### config.mk
export PLATFORM = sky130hd
export DESIGN_NAME = elastic_reg_chain
export DESIGN_NICKNAME = d
export VERILOG_FILES = /design/src/rtl/elastic_reg_chain_pkg.sv /design/src/rtl/elastic_stage.sv /design/src/rtl/elastic_reg_chain.sv
export SDC_FILE = /design/constraint.sdc
export NUM_CORES = 1
export LEC_CHECK = 0
export CORE_MARGIN = 3
export CORE_UTILIZATION = 45
export CTS_BUF_LIST = sky130_fd_sc_hd__clkbuf_16
export DETAILED_ROUTE_END_ITERATION = 10
export PLACE_DENSITY = 0.74
export SYNTH_ARGS = -nofsm -noshare
export SYNTH_HDL_FRONTEND = slang
export SYNTH_SLANG_ARGS = --single-unit
### constraint.sdc
create_clock -name clk -period 2.18 [get_ports clk]
set_clock_uncertainty 0.1 [all_clocks]
set_input_delay 0.218 -clock clk [delete_from_list [all_inputs] [get_ports clk]]
set_output_delay 0.218 -clock clk [all_outputs]
set_load 0.005 [all_outputs]
### src/rtl/elastic_reg_chain_pkg.sv
// Shared definitions for the elastic register chain: stage-type encodings
// and the occupancy counter width helper.
package elastic_reg_chain_pkg;

   localparam int MODE_FULL = 0;
   localparam int MODE_HALF = 1;
   localparam int MODE_PASS = 2;

   // Enough bits to count every slot of a chain of FULL stages.
   function automatic int cw_width(input int stages);
      return $clog2(2 * stages + 1);
   endfunction

endpackage

### src/rtl/elastic_stage.sv
// One elastic stage on a valid/ready stream: 2-entry FULL, 1-entry HALF or a
// plain PASS wire. rst and flush both empty the stage and block both sides.
module elastic_stage
   import elastic_reg_chain_pkg::*;
#(
   parameter int W    = 8,
   parameter int MODE = MODE_FULL
) (
   input  logic         clk,
   input  logic         rst,
   input  logic         flush,
   input  logic         in_valid,
   output logic         in_ready,
   input  logic [W-1:0] in_payload,
   output logic         out_valid,
   input  logic         out_ready,
   output logic [W-1:0] out_payload,
   output logic [1:0]   count
);

   if (MODE == MODE_FULL) begin : g_full
      logic [W-1:0] slot0;
      logic [W-1:0] slot1;
      logic [1:0]   cnt;
      logic         blk;
      logic         push;
      logic         pop;

      assign blk         = rst | flush;
      assign in_ready    = (cnt != 2'd2) && !blk;
      assign out_valid   = (cnt != 2'd0) && !blk;
      assign out_payload = slot0;
      assign count       = cnt;
      assign push        = in_valid && in_ready;
      assign pop         = out_valid && out_ready;

      always_ff @(posedge clk) begin
         if (blk) begin
            cnt <= 2'd0;
         end else begin
            case ({push, pop})
               2'b10: begin
                  if (cnt == 2'd0) slot0 <= in_payload;
                  else             slot1 <= in_payload;
                  cnt <= cnt + 2'd1;
               end
               2'b01: begin
                  slot0 <= slot1;
                  cnt   <= cnt - 2'd1;
               end
               // Push with pop only happens at count 1 since ready is low at 2.
               2'b11:   slot0 <= in_payload;
               default: ;
            endcase
         end
      end
   end else if (MODE == MODE_HALF) begin : g_half
      logic [W-1:0] slot;
      logic         full;
      logic         blk;

      assign blk         = rst | flush;
      assign in_ready    = !full && !blk;
      assign out_valid   = full && !blk;
      assign out_payload = slot;
      assign count       = {1'b0, full};

      always_ff @(posedge clk) begin
         if (blk) begin
            full <= 1'b0;
         end else if (in_valid && in_ready) begin
            slot <= in_payload;
            full <= 1'b1;
         end else if (out_valid && out_ready) begin
            full <= 1'b0;
         end
      end
   end else begin : g_pass
      logic unused_pass;

      assign in_ready    = out_ready;
      assign out_valid   = in_valid;
      assign out_payload = in_payload;
      assign count       = 2'd0;
      assign unused_pass = ^{clk, rst, flush};
   end

endmodule

### src/rtl/elastic_reg_chain.sv
// Cascade of STAGES elastic stages on a valid/ready stream, with flush and a
// total occupancy count for upstream credit and debug logic.
module elastic_reg_chain
   import elastic_reg_chain_pkg::*;
#(
   parameter int W      = 8,
   parameter int STAGES = 2,
   parameter int MODE   = MODE_FULL,
   parameter int CW     = cw_width(STAGES)
) (
   input  logic          clk,
   input  logic          rst,
   input  logic          flush,
   input  logic          input_valid,
   output logic          input_ready,
   input  logic [W-1:0]  input_payload,
   output logic          output_valid,
   input  logic          output_ready,
   output logic [W-1:0]  output_payload,
   output logic [CW-1:0] occupancy
);

   if (STAGES < 1 || MODE < MODE_FULL || MODE > MODE_PASS) begin : g_bad_params
      $error("elastic_reg_chain: STAGES must be >= 1 and MODE in 0..2");
   end

   logic [STAGES:0] link_valid;
   logic [STAGES:0] link_ready;
   logic [W-1:0]    link_payload [STAGES+1];
   logic [1:0]      stage_count  [STAGES];
   logic [CW-1:0]   occ_sum;

   assign link_valid[0]        = input_valid;
   assign link_payload[0]      = input_payload;
   assign input_ready          = link_ready[0];
   assign output_valid         = link_valid[STAGES];
   assign output_payload       = link_payload[STAGES];
   assign link_ready[STAGES]   = output_ready;

   for (genvar i = 0; i < STAGES; i++) begin : g_stage
      elastic_stage #(
         .W    (W),
         .MODE (MODE)
      ) u_stage (
         .clk         (clk),
         .rst         (rst),
         .flush       (flush),
         .in_valid    (link_valid[i]),
         .in_ready    (link_ready[i]),
         .in_payload  (link_payload[i]),
         .out_valid   (link_valid[i+1]),
         .out_ready   (link_ready[i+1]),
         .out_payload (link_payload[i+1]),
         .count       (stage_count[i])
      );
   end

   always_comb begin
      occ_sum = '0;
      for (int i = 0; i < STAGES; i++) begin
         occ_sum = occ_sum + CW'(stage_count[i]);
      end
   end

   // Counts still hold pre-reset contents during the reset cycle itself.
   assign occupancy = rst ? '0 : occ_sum;

endmodule

## Yosys cells after proc, flatten, opt, wreduce, memory -nomap -nowiden

Cells that the tools add are included.

- Add/subtract/negate cells: 5
- Equal/unequal tests: 10
- Muxes and demuxes: 7
- Bitwise operators: 4
- Reduce and logical (&&, ||, !) cells: 20

Operator list:

| cell | number |
|---|---|
| $pmux 8 s3 | 2 |
| $mux 8 | 2 |
| $reduce_and 3->1 | 4 |
| $eq 2x2->1 const B | 4 |
| $pmux 2 s2 | 2 |
| $reduce_bool 2->1 | 4 |
| $logic_and 1x1->1 | 7 |
| $reduce_bool 3->1 | 2 |
| $add 2x1->2 const B | 2 |
| $eq 2x1->1 const B | 2 |
| $logic_not 2->1 | 2 |
| $ne 2x1->1 const B | 2 |
| $ne 2x2->1 const B | 2 |
| $sub 2x1->2 const B | 2 |
| $add 2x2->3 | 1 |
| $mux 3 | 1 |
| $not 1->1 | 3 |
| $logic_not 1->1 | 1 |
| $or 1x1->1 | 1 |

- Flip-flop bits (word level): 36
- Input bits: 13

## Longest topological paths before layout

- Depth in word-level cells: 7
- Gate-level depth with buffers: 5
- Gate-level depth less buffers: 4

## Modules after synthesis

From an unflattened synthesis, not the netlist that was laid out.

- Cells, all modules: 108
- Area, all modules: 1,651.6 µm²

Modules (own cells, without submodules):

| module | times used | cells each | area an instance (µm²) |
|---|---|---|---|
| elastic_stage | 2 | 50 | 797.0 |
| elastic_reg_chain | 1 | 8 | 57.6 |

## Worst setup path before layout

No wires, ideal clock.

- Path kind: input -> register
- Start: input port rst
- End: register g_stage[1].u_stage.g_full.slot1[0] (enable)
- Library setup time: 383 ps
- Arrival time: 1,626 ps
- Data required time: 1,697 ps
- Slack: 71 ps
- Cell stages on the path: 4
- Path buffers: 1
- Cells stage by stage: or2_0 > buf_6 > or3_4 > nor3_1

- Cells in the longest elaborated chain, start to end: 6

Ends and longest elaborated chain:

| what | RTL line | text |
|---|---|---|
| from (decl) | elastic_reg_chain.sv:12 | `input logic rst,` |
| $or 1x1->1 * | elastic_stage.sv:29 | `assign blk = rst \| flush;` |
| $logic_not 1->1 | elastic_stage.sv:30, elastic_stage.sv:31 |  |
| $logic_and 1x1->1, on equally long branches | elastic_stage.sv:31, elastic_stage.sv:30 |  |
| $logic_and 1x1->1, on equally long branches | elastic_stage.sv:35, elastic_stage.sv:34 |  |
| $eq 2x2->1 | elastic_stage.sv:41 | `case ({push, pop})` |
| $reduce_and 3->1 (no line) * | -- |  |
| to (signal assigned) | elastic_stage.sv:44 | `else slot1 <= in_payload;` |
| to (decl) | elastic_stage.sv:23 | `logic [W-1:0] slot1;` |

Every way passes the cells marked *; elsewhere a longest branch is shown, timed or not.
A chain may end at the register's enable or synchronous reset.

## Worst setup path in the final report

- Start: input port rst
- End: output port output_valid

- Cells in the longest elaborated chain, start to end: 3

Ends and longest elaborated chain:

| what | RTL line | text |
|---|---|---|
| $or 1x1->1 | elastic_stage.sv:29 |  |
| $logic_not 1->1 | elastic_stage.sv:31 | `assign out_valid = (cnt != 2'd0) && !blk;` |
| $logic_and 1x1->1 | elastic_stage.sv:31 |  |
| to (decl) | elastic_reg_chain.sv:17 | `output logic output_valid,` |

No other way between the ends.

==> metrics <==
status complete, no violations; Max clock buf depth 2; wl on met1 1.08 mm; r2r setup slk 270 ps; Synth Flop Type edfxtp_1; post-detail-place hpwl 1.68 mm; first-pass GRT wire length 4.11 mm; fraction of layout cells with a size suffix above 1 28.8%; Finished Core Util 64.9%; clk_lat worst skew 270 ps; Hold Crit Class reg -> reg; Initial Util 48.2%; Final setup viols 0; H-tree levels 2; Detail Route Antenna Nets 0; post-synth cell types 27; Final Cycle Share 93.9%; Mapped Nets 112; Post-Syn Instances 97; DRT iter0 DRCs 29; Total Routed Length 2.32 mm; GRT Util Overall 13.4%; reg2reg path depth 4; r2r endpoint g_stage[0].u_stage.out_payload[0]; vias in the first global route 908; syn_area_per_cell 15.6 sq um; Post-synth ARST share 0%; Slew Viols, Final 0; die area 0.00408 sq mm; EDFF count, synth 32; sequential cell area fraction in the yosys report 69.0%; die width 63.9 um; DIE HEIGHT 63.9 um; Final GP Congestion 0.814; Max Cap Viol 0; pwr dens 741 mW/mm^2; reg2reg start g_stage[1].u_stage.count[1]; Max-slew headroom 78.8%; final worst setup slack 133 ps; CORE AREA 0.00313 sq mm; num rows 20; Worst-Margin Slew 317 ps; Synth-to-Final Area Change 34.5%; worst hold endpoint g_stage[1].u_stage.g_full.slot1[6]; cts hold-fix bufs 0; Fill cells 234; top sig layer met4; area occupied by multi-input gates 445 sq um; Num CTS Buffers 5; pre-CTS setup slack -125 ps; RSZ-0062 raised after global routing false; flops & latches, synth 36; CP arrival 1730 ps; most frequent cells in the layout edfxtp_1, clkdlybuf4s50_1, mux2_2; crit-path max FO 8; Hold Crit Depth 0; number of buffers added on ports 25; crit path capture type output port; vias after detailed routing 885; Fmax achieved 0.489 GHz; most common library cell in the layout ignoring fill and taps edfxtp_1; maximum vdd drop 0.571 mV; CTS tree built; Yosys warning count 0; average wire per standard cell 12.7 um; WS Path Type in -> out; Worst Path Required 1860 ps; via density per instance 4.84; fin nets 153; total area of sequential cells 0.00105 sq mm; Final min period 2050 ps; met3 routed WL 91 um; remaining global-route overflow 0; Mapped Area 0.00151 sq mm; io pins 26; # diodes 0; largest net degree at the start of global routing 12; Reg clk slew, reported paths 50 ps; met2 WL 1.09 mm; hold path start g_stage[0].u_stage.out_payload[6]; DRC Markers 0; Initial DRT Pass Iterations 4; startpoint types primary input; initial antenna violation count 0; Hold Fails Final Rpt 0; root buffer cell clkbuf_16; clock net sink count 36; LEAKAGE 0.711 nW
-- area by class of cell --
class,count,share of cell area [%]
sequential,36,51.8
multi-input combinational,57,21.9
timing repair buffer,35,16.1
clock buffer,5,6.17
tap,44,2.71
clock inverter,3,0.740
inverter,3,0.555
-- synthesized netlist by cell type (all sizes together), types with 2 or more instances --
cell    instances  area, sq um
a21oi           5         36.3
and2b           2         16.3
dfxtp           4         80.1
edfxtp         32          961
inv             3         11.3
mux2           16          180
nand2           3         11.3
nand3           3         15.0
nor2            9         33.8
nor3b           2         15.0
o211ai          2         15.0
o21ai           3         15.0
-- registers in the layout, summed over array words and instances (netlist names) --
signal and flops:
g_stage.u_stage.out_payload 16, g_stage.u_stage.g_full.slot1 16, g_stage.u_stage.count 4
-- cells by family after synthesis --
group           after synthesis  share of synthesized area, %
fa+ha+maj                     2                          2.16
compound gates               13                          6.14
buf+inv                       4                          1.49
simple gates                 26                          9.29
flops                        36                          69.0
mux                          16                          11.9
-- through the flow --
stage                     cells  total power, mW  hold slack, ps  setup TNS, ps  cell area (sq um)
after detailed placement    174            0.870             342           -964               1870
final                       183             1.50             342              0               2030
after floorplan              97            0.820             217              0               1510
after global placement      174            0.867             340           -596               1870
after global routing        183             1.57             371              0               2030
after CTS                   182             1.53             346              0               2020
-- timing repair --
item / in CTS / in global routing
setup buffers: 0 / 1
endpoints found under the hold margin: 0 / 0
resized for setup: 5 / 3
setup endpoints to repair: 2 / 1
-- worst max path at each step --
| stage | start | endpoint | slack [ps] | cells past startpoint |
|---|---|---|---|---|
| 4_1_cts | g_stage[1].u_stage.count[0] | occupancy[2] | 50 | 5 |
| 6_report | rst | output_valid | 130 | 5 |
| 5_1_grt | rst | input_ready | 80 | 5 |
| 2_1_floorplan | rst | g_stage[1].u_stage.g_full.slot1[0] | 70 | 4 |
| 3_3_place_gp | rst | g_stage[0].u_stage.out_payload[7] | -70 | 5 |
| 3_5_place_dp | rst | g_stage[0].u_stage.out_payload[3] | -120 | 5 |
-- worst max-delay path, stage by stage --
cell and delay, ps:
clkdlybuf4s50_1 430, or2_0 250, buf_4 180, nor2_1 140, clkdlybuf4s50_1 520
-- metal layers --
| layer | vias up | track usage (%) |
|---|---|---|
| met1 | 411 | 17.0 |
| li1 | 449 | - |
| met4 | 0 | 7.28 |
| met5 | - | 0 |
| met3 | 6 | 3.69 |
| met2 | 19 | 20.8 |
-- power breakdown --
group	switching, mW	internal [mW]	total (mW)
Sequential	0.00655	0.763	0.770
Clock	0.235	0.414	0.649
Combinational	0.0335	0.0527	0.0862
Total	0.275	1.23	1.50
(Power assumes the default switching activity.)
